--- src/rtl/mul_pipe_if.sv ---
// ---------------------------------------------------------------------------
// mul_pipe_if
// Bundles the operation/result handshake of the pipelined multiply(-accumulate)
// unit so the execute stage and the unit share one connection point.
//
// Signals (direction seen from the unit, i.e. the slave modport):
//   in_valid    in   operation presented
//   in_ready    out  unit can accept an operation this cycle
//   in_signed   in   1: operands are two's complement, 0: unsigned
//   in_acc      in   00 product, 01 acc + product, 10 acc - product, 11 as 00
//   in_a, in_b  in   WIDTH-bit operands
//   in_acc_val  in   2*WIDTH accumulator {HI,LO}
//   in_tag      in   opaque tag carried alongside the operation
//   cancel      in   flush every in-flight operation
//   out_valid   out  result available
//   out_ready   in   consumer takes the result
//   out_hi/lo   out  upper/lower halves of the result
//   out_tag     out  tag of the result
//   busy        out  any pipeline stage holds a valid operation
// ---------------------------------------------------------------------------
interface mul_pipe_if #(
  parameter int WIDTH = 32,
  parameter int TAG_W = 5
);
  logic               in_valid;
  logic               in_ready;
  logic               in_signed;
  logic [1:0]         in_acc;
  logic [WIDTH-1:0]   in_a;
  logic [WIDTH-1:0]   in_b;
  logic [2*WIDTH-1:0] in_acc_val;
  logic [TAG_W-1:0]   in_tag;
  logic               cancel;
  logic               out_valid;
  logic               out_ready;
  logic [WIDTH-1:0]   out_hi;
  logic [WIDTH-1:0]   out_lo;
  logic [TAG_W-1:0]   out_tag;
  logic               busy;

  // Requester side (execute stage / hazard unit)
  modport master (
    output in_valid, in_signed, in_acc, in_a, in_b, in_acc_val, in_tag,
    output cancel, out_ready,
    input  in_ready, out_valid, out_hi, out_lo, out_tag, busy
  );

  // Multiplier side
  modport slave (
    input  in_valid, in_signed, in_acc, in_a, in_b, in_acc_val, in_tag,
    input  cancel, out_ready,
    output in_ready, out_valid, out_hi, out_lo, out_tag, busy
  );
endinterface

--- src/rtl/mul_pipe.sv ---
// ---------------------------------------------------------------------------
// mul_pipe
// Fully pipelined integer multiply(-accumulate) unit. One operation per cycle
// enters through a valid/ready handshake and emerges STAGES cycles later in
// acceptance order, together with its tag.
//
// Ports:
//   clk    in  clock, all state updates on the rising edge
//   reset  in  asynchronous, active-high; clears every valid bit and datapath
//   bus    mul_pipe_if.slave  operation inputs, result outputs, cancel,
//          back-pressure and busy (see mul_pipe_if for the signal list)
//
// Work split across the pipeline:
//   STAGES = 1 : extend, multiply and accumulate all before the only register
//   STAGES = 2 : stage 0 captures extended operands, stage 1 multiplies and
//                accumulates
//   STAGES >= 3: stage 0 captures operands, stage 1 multiplies, stage 2
//                accumulates, remaining stages just carry the result
// The last stage is always the output register, so nothing on in_* reaches
// out_* without passing a flop.
// ---------------------------------------------------------------------------
module mul_pipe #(
  parameter int WIDTH  = 32,
  parameter int STAGES = 3,
  parameter int TAG_W  = 5
) (
  input  logic     clk,
  input  logic     reset,
  mul_pipe_if.slave bus
);

  localparam int LAST    = STAGES - 1;
  localparam int PROD_ST = (STAGES >= 2) ? 1 : 0;
  localparam int ACC_ST  = (STAGES >= 3) ? 2 : PROD_ST;

  // Everything an operation carries while it travels down the pipe. The
  // operands are kept WIDTH+1 wide so signed and unsigned share one multiplier.
  typedef struct packed {
    logic [WIDTH:0]     a;
    logic [WIDTH:0]     b;
    logic [2*WIDTH-1:0] res;
    logic [1:0]         acc_mode;
    logic [2*WIDTH-1:0] acc_val;
    logic [TAG_W-1:0]   tag;
  } stage_t;

  stage_t             data_q [STAGES];
  stage_t             data_d [STAGES];
  stage_t             work   [STAGES];
  stage_t             in_rec;
  logic [STAGES-1:0]  valid_q;
  logic [STAGES-1:0]  valid_d;
  logic               stall;

  // Processing done while a record moves into stage idx. Only the low 2*WIDTH
  // bits of the (WIDTH+1)x(WIDTH+1) product are kept, and those depend only
  // on the low 2*WIDTH bits of each sign-extended operand, so a 2*WIDTH-wide
  // multiply is exact. The reserved accumulate code falls into the default.
  function automatic stage_t stage_work(input stage_t rec, input int idx);
    stage_t             r;
    logic [2*WIDTH-1:0] ea;
    logic [2*WIDTH-1:0] eb;
    r  = rec;
    ea = {{(WIDTH-1){rec.a[WIDTH]}}, rec.a};
    eb = {{(WIDTH-1){rec.b[WIDTH]}}, rec.b};
    if (idx == PROD_ST) begin
      r.res = ea * eb;
    end
    if (idx == ACC_ST) begin
      case (r.acc_mode)
        2'b01:   r.res = r.acc_val + r.res;
        2'b10:   r.res = r.acc_val - r.res;
        default: r.res = r.res;
      endcase
    end
    return r;
  endfunction

  // Back-pressure: a result waiting at the output that nobody takes freezes
  // the whole pipe, and the same condition blocks new operations.
  always_comb begin
    stall = valid_q[LAST] & ~bus.out_ready;
  end

  // Build the incoming record (operand extension by in_signed) and compute
  // what each stage would hold if the pipe advanced this cycle.
  always_comb begin
    in_rec          = '0;
    in_rec.a        = {bus.in_signed & bus.in_a[WIDTH-1], bus.in_a};
    in_rec.b        = {bus.in_signed & bus.in_b[WIDTH-1], bus.in_b};
    in_rec.acc_mode = bus.in_acc;
    in_rec.acc_val  = bus.in_acc_val;
    in_rec.tag      = bus.in_tag;
    work[0] = stage_work(in_rec, 0);
    for (int i = 1; i < STAGES; i++) begin
      work[i] = stage_work(data_q[i-1], i);
    end
  end

  // Next state: cancel wipes every valid bit (including the operation being
  // presented) and wins over stall; stall holds everything; otherwise every
  // stage advances, bubbles included. Data registers are not cleared by
  // cancel since the valid bits already hide them.
  always_comb begin
    valid_d = valid_q;
    for (int i = 0; i < STAGES; i++) begin
      data_d[i] = stall ? data_q[i] : work[i];
    end
    if (bus.cancel) begin
      valid_d = '0;
    end else if (!stall) begin
      valid_d[0] = bus.in_valid;
      for (int i = 1; i < STAGES; i++) begin
        valid_d[i] = valid_q[i-1];
      end
    end
  end

  // Pipeline registers; reset clears the datapath too so the result outputs
  // read zero while reset is applied.
  always_ff @(posedge clk or posedge reset) begin
    if (reset) begin
      valid_q <= '0;
      for (int i = 0; i < STAGES; i++) begin
        data_q[i] <= '0;
      end
    end else begin
      valid_q <= valid_d;
      for (int i = 0; i < STAGES; i++) begin
        data_q[i] <= data_d[i];
      end
    end
  end

  assign bus.in_ready  = ~stall;
  assign bus.out_valid = valid_q[LAST];
  assign bus.out_hi    = data_q[LAST].res[2*WIDTH-1:WIDTH];
  assign bus.out_lo    = data_q[LAST].res[WIDTH-1:0];
  assign bus.out_tag   = data_q[LAST].tag;
  assign bus.busy      = |valid_q;

endmodule

--- src/flat_wrapper.sv ---
// flat-port wrapper written by rule: the top's interface ports become plain ports
module mul_pipe_flat 
#(
  parameter int WIDTH  = 32,
  parameter int STAGES = 3,
  parameter int TAG_W  = 5
)
  (clk, reset, bus_in_valid, bus_in_signed, bus_in_acc, bus_in_a, bus_in_b, bus_in_acc_val, bus_in_tag, bus_cancel, bus_out_ready, bus_in_ready, bus_out_valid, bus_out_hi, bus_out_lo, bus_out_tag, bus_busy);
  mul_pipe_if #(.WIDTH(WIDTH), .TAG_W(TAG_W)) bus_i ();
  input  logic clk;
  input  logic reset;
  input wire logic [$bits(bus_i.in_valid)-1:0] bus_in_valid;
  input wire logic [$bits(bus_i.in_signed)-1:0] bus_in_signed;
  input wire logic [$bits(bus_i.in_acc)-1:0] bus_in_acc;
  input wire logic [$bits(bus_i.in_a)-1:0] bus_in_a;
  input wire logic [$bits(bus_i.in_b)-1:0] bus_in_b;
  input wire logic [$bits(bus_i.in_acc_val)-1:0] bus_in_acc_val;
  input wire logic [$bits(bus_i.in_tag)-1:0] bus_in_tag;
  input wire logic [$bits(bus_i.cancel)-1:0] bus_cancel;
  input wire logic [$bits(bus_i.out_ready)-1:0] bus_out_ready;
  output wire logic [$bits(bus_i.in_ready)-1:0] bus_in_ready;
  output wire logic [$bits(bus_i.out_valid)-1:0] bus_out_valid;
  output wire logic [$bits(bus_i.out_hi)-1:0] bus_out_hi;
  output wire logic [$bits(bus_i.out_lo)-1:0] bus_out_lo;
  output wire logic [$bits(bus_i.out_tag)-1:0] bus_out_tag;
  output wire logic [$bits(bus_i.busy)-1:0] bus_busy;
  assign bus_i.in_valid = bus_in_valid;
  assign bus_i.in_signed = bus_in_signed;
  assign bus_i.in_acc = bus_in_acc;
  assign bus_i.in_a = bus_in_a;
  assign bus_i.in_b = bus_in_b;
  assign bus_i.in_acc_val = bus_in_acc_val;
  assign bus_i.in_tag = bus_in_tag;
  assign bus_i.cancel = bus_cancel;
  assign bus_i.out_ready = bus_out_ready;
  assign bus_in_ready = bus_i.in_ready;
  assign bus_out_valid = bus_i.out_valid;
  assign bus_out_hi = bus_i.out_hi;
  assign bus_out_lo = bus_i.out_lo;
  assign bus_out_tag = bus_i.out_tag;
  assign bus_busy = bus_i.busy;
  mul_pipe #(.WIDTH(WIDTH), .STAGES(STAGES), .TAG_W(TAG_W)) u_core (.clk(clk), .reset(reset), .bus(bus_i));
endmodule
--- config.mk ---
export PLATFORM = sky130hd
export DESIGN_NAME = mul_pipe_flat
export DESIGN_NICKNAME = d
export VERILOG_FILES = /design/src/rtl/mul_pipe_if.sv /design/src/rtl/mul_pipe.sv /design/src/flat_wrapper.sv
export SDC_FILE = /design/constraint.sdc
export NUM_CORES = 2
export LEC_CHECK = 0
export CORE_MARGIN = 5
export CORE_UTILIZATION = 35
export CTS_CLUSTER_DIAMETER = 40
export DETAILED_ROUTE_END_ITERATION = 10
export PLACE_DENSITY = 0.6
export SLEW_MARGIN = 0
export SYNTH_ARGS = -nofsm -noshare
export SYNTH_HDL_FRONTEND = slang
export SYNTH_SLANG_ARGS = --single-unit
export TNS_END_PERCENT = 20
--- constraint.sdc ---
create_clock -name clk -period 13.2 [get_ports clk]
set_clock_uncertainty 0.1 [all_clocks]
set_input_delay 2.64 -clock clk [delete_from_list [all_inputs] [get_ports clk]]
set_output_delay 2.64 -clock clk [all_outputs]
set_load 0.02 [all_outputs]
==> results.md <==
- Status: completed
- WS Path Type: reg -> reg
- Fraction of final layout cells sized beyond drive strength 1: 0.0380
- Met2 routed WL: just over 80 mm
- IO buf count: between 200 and 250
- Hold_buf cts: 0
- Share of the synthesized area in the top cell type: 0.398
- Top cells by area, synth: fa_1 40%, dfrtp_1 15%, nand2_1 8.4%, inv_1 7.6%, and2_1 6.2%
- FMAX: ~0.11 GHz
- Max-cap violations: 0
- CTS root buffer: clkbuf_16
- RR Startpoint: u_core.data_q[540]
- Clock Path Buffers: 3
- Hold EP: u_core.bus.out_tag[0]
- Initial Util: 0.352
- Register area: between 8000 and 9000 um^2
- Min Tclk post-route: around 9.5 ns
- CP dominant cell by count: fa_1
- Asr flop ratio synth: 1.00
- Core area: about 160000 um^2
- Crit path launch type: flop
- Hold path cells: 2
- Row count: approximately 150
- Prevailing post-synth register cell: dfrtp_1
- Largest net degree at the start of global routing: 160
- # H-tree levels: 3
- Compound-cell area share of the yosys netlist: 0.0656
- Met3 wire length: roughly 7.6 mm
- Vias in the first global route: 45.0k
- Slew HR: 0.175
- Global route total overflow: 0
- # fillers: 16.3k
- WL/cell: about 19 um
- Die area: about 170000 um^2
- IO Pins: 213
- Leading area contributor after synthesis: fa_1
- Setup bufs post-CTS: 0
- Later-pin clock latency in the skew report: ~0.67 ns
- Mux share of post-synthesis cell area: 0.00181
- Synth warn: 0
- Flop and latch count out of synthesis: 344
- Final Slew Violations: 0
- Reg2Reg Depth: 24
- Post-synth top cells: 1262 x nand2_1, 1148 x inv_1, 1126 x fa_1
- Critical path capture point type: flop
- Measured slew at the worst slew-check pin: about 1.2 ns
- Initial antenna violation count: 4
- Syn avg cell area: between 8 and 9 um^2
- Initial DRT Pass Iterations: 8
- Post-synth EDFFs: 0
- Initial drt markers: just under 3k
- Gpl congestion: about 0.86
- Final hold violations: 0
- Syn-to-layout area delta: 10.8%
- Multi-input gate area: about 42000 um^2
- Final WL: between 150 and 200 mm
- Worst EP arrival: between 9 and 10 ns
- WHS: around 0.36 ns
- CP max stage delay: roughly 1.2 ns
- Die X: 412 um
- Main combinational cell family by area after synthesis: adder cells
- Post-route ant nets: 0
- Worst hold path type: reg -> reg
- Critical Path RT: ~14 ns
- Top Metal Used: met5
- FF-to-FF setup slack: roughly 3.7 ns
- Final worst path period share: 0.718
- Post-Synth Simple-Gate Area: 0.182
- Gate Count Post-Synth: approximately 6.3k
- Die height: 412 um
- Drt drc: 0
- First-pass GRT wire length: 251 mm
- Cell with the most instances after synthesis: nand2_1
- CP startpoint: u_core.data_q[540]
- CP Max Fanout: 34
- Post-synth net total: between 7k and 8k
- CP cell instances: nand2_1 -> inv_1 -> fa_1 -> fa_1 -> fa_1 -> fa_1 -> fa_1 -> fa_1 -> fa_1 -> inv_1 -> fa_1 -> inv_1 -> ha_1 -> nand4_1 -> a2111oi_0 -> a21o_1 -> a31o_2 -> a41o_1 -> a21oi_1 -> o21ai_0 -> a31o_2 -> o311a_1 -> nand4_1 -> mux2_2
- Via count: approximately 42k
- Post-DP HPWL: ~120 mm
- GR Util All Layers: 0.189
- Xor-xnor portion of the synthesized cell area: 0.0305
- DR vias/cell: just under 5
- Slowest CP cell: dfrtp_1
- Clk sinks: roughly 340
- Placed Instances: 8391
- Reg2reg end: u_core.data_q[335]
- Post-route setup TNS: 0 ns
- Post-CTS sizing: 0
- Clock-pin transition on the worst setup and hold timing paths: about 0.05 ns
- Finish-stage setup viols: 0
- Yosys cell types: 84
- Synthesized cell area: 56600 um^2
- Layout Cells excl Fill: about 8.5k
- CTS Buf Count: 70
- RSZ-0062 raised after global routing: no
- Final nets: 7847
- CTS tree: yes
- Register area share after synthesis: 0.152
- Adder and majority cell fraction of the synthesized area: 0.459
- Min-delay src: u_core.bus.out_tag[0]
- Final Util: 0.390
- Met1 wire length: 62.2 mm
cells by family after synthesis:
logic type / count (synthesis)
adders and majority gates: 1403
DFF: 344
xor gates and xnor gates: 196
and+or+nand+nor: 2233
buffers and inverters: 1543
AOI/OAI and AO/OA: 614
muxes: 10
flip-flops by register name (all words and copies together) (netlist names):
name and count:
u_core.bus.out_hi 32, u_core.bus.out_lo 32, u_core.bus.out_tag 5, u_core.data_q 272, u_core.valid_q 3
per-stage QoR:
step	setup WS [ns]	area (um^2)
detailed placement	3.86	60200
finish	3.72	62700
global placement	4.06	60200
floorplan	0.923	56600
global route	3.26	62700
CTS	3.79	62700
metal layers:
layer | vias up | global-route usage
met5 | - | 0
met4 | 2 | 0.0678
met3 | 326 | 0.0254
met2 | 1102 | 0.343
met1 | 21600 | 0.230
li1 | 18800 | -
cells in the final DEF, fill, tap and decap left out, types with 7 or more instances in the layout:
cell and instances:
nor2_1 198, xor2_1 59, nand3_1 26, a21o_1 71
a221o_1 7, and3_1 23, inv_8 7, buf_4 68
nor4_1 9, nand2b_1 15, and2_1 563, nand3b_1 8
clkbuf_16 70, o21bai_1 21, nand2_1 1262, o21ai_0 122
a21oi_1 258, inv_1 1147, xnor2_1 136, mux2i_1 8
o21a_1 23, clkinv_2 10, nor2b_1 35, a31oi_1 25
clkinvlp_4 8, dfrtp_2 9, nor3_1 39, nand4_1 19
or3_1 9, a211oi_1 18, dfrtp_1 335, clkdlybuf4s50_1 212
fa_1 1126, bufinv_16 7, ha_1 276, inv_6 11
worst max-delay path: cells and delay by family, from the launching register on:
kind | cells | cell delay [ns]
AO/OA/AOI/OAI | 8 | 2.19
adder cells (fa/ha/maj) | 9 | 4.84
flip-flops | 1 | 1.15
AND/OR/NAND/NOR | 3 | 0.46
buffers and inverters | 3 | 0.30
multiplexers | 1 | 0.29
how the worst max path moves through the flow:
| stage | to | slack, ns | cells after the start |
|---|---|---|---|
| floorplan | u_core.bus.out_hi[0] | 0.92 | 1 |
| global placement | u_core.data_q[335] | 4.06 | 24 |
| detailed placement | u_core.data_q[335] | 3.86 | 24 |
| CTS | u_core.data_q[335] | 3.79 | 24 |
| global route | u_core.data_q[335] | 3.26 | 24 |
| finish | u_core.data_q[335] | 3.72 | 24 |
area by class of cell:
type / instances / share of cell area
multi-input cells: 4456 / 0.668
flip-flops and latches: 344 / 0.137
inverters: 1149 / 0.0690
well taps: 2160 / 0.0431
repair buffers: 282 / 0.0426
clock buffers: 79 / 0.0294
clock inverters: 51 / 0.0103
diodes: 4 / 0.000160
Power is left out: the tool's default activity adds up to more than one toggle a clock period on the data nets, which glitch-free logic cannot reach.
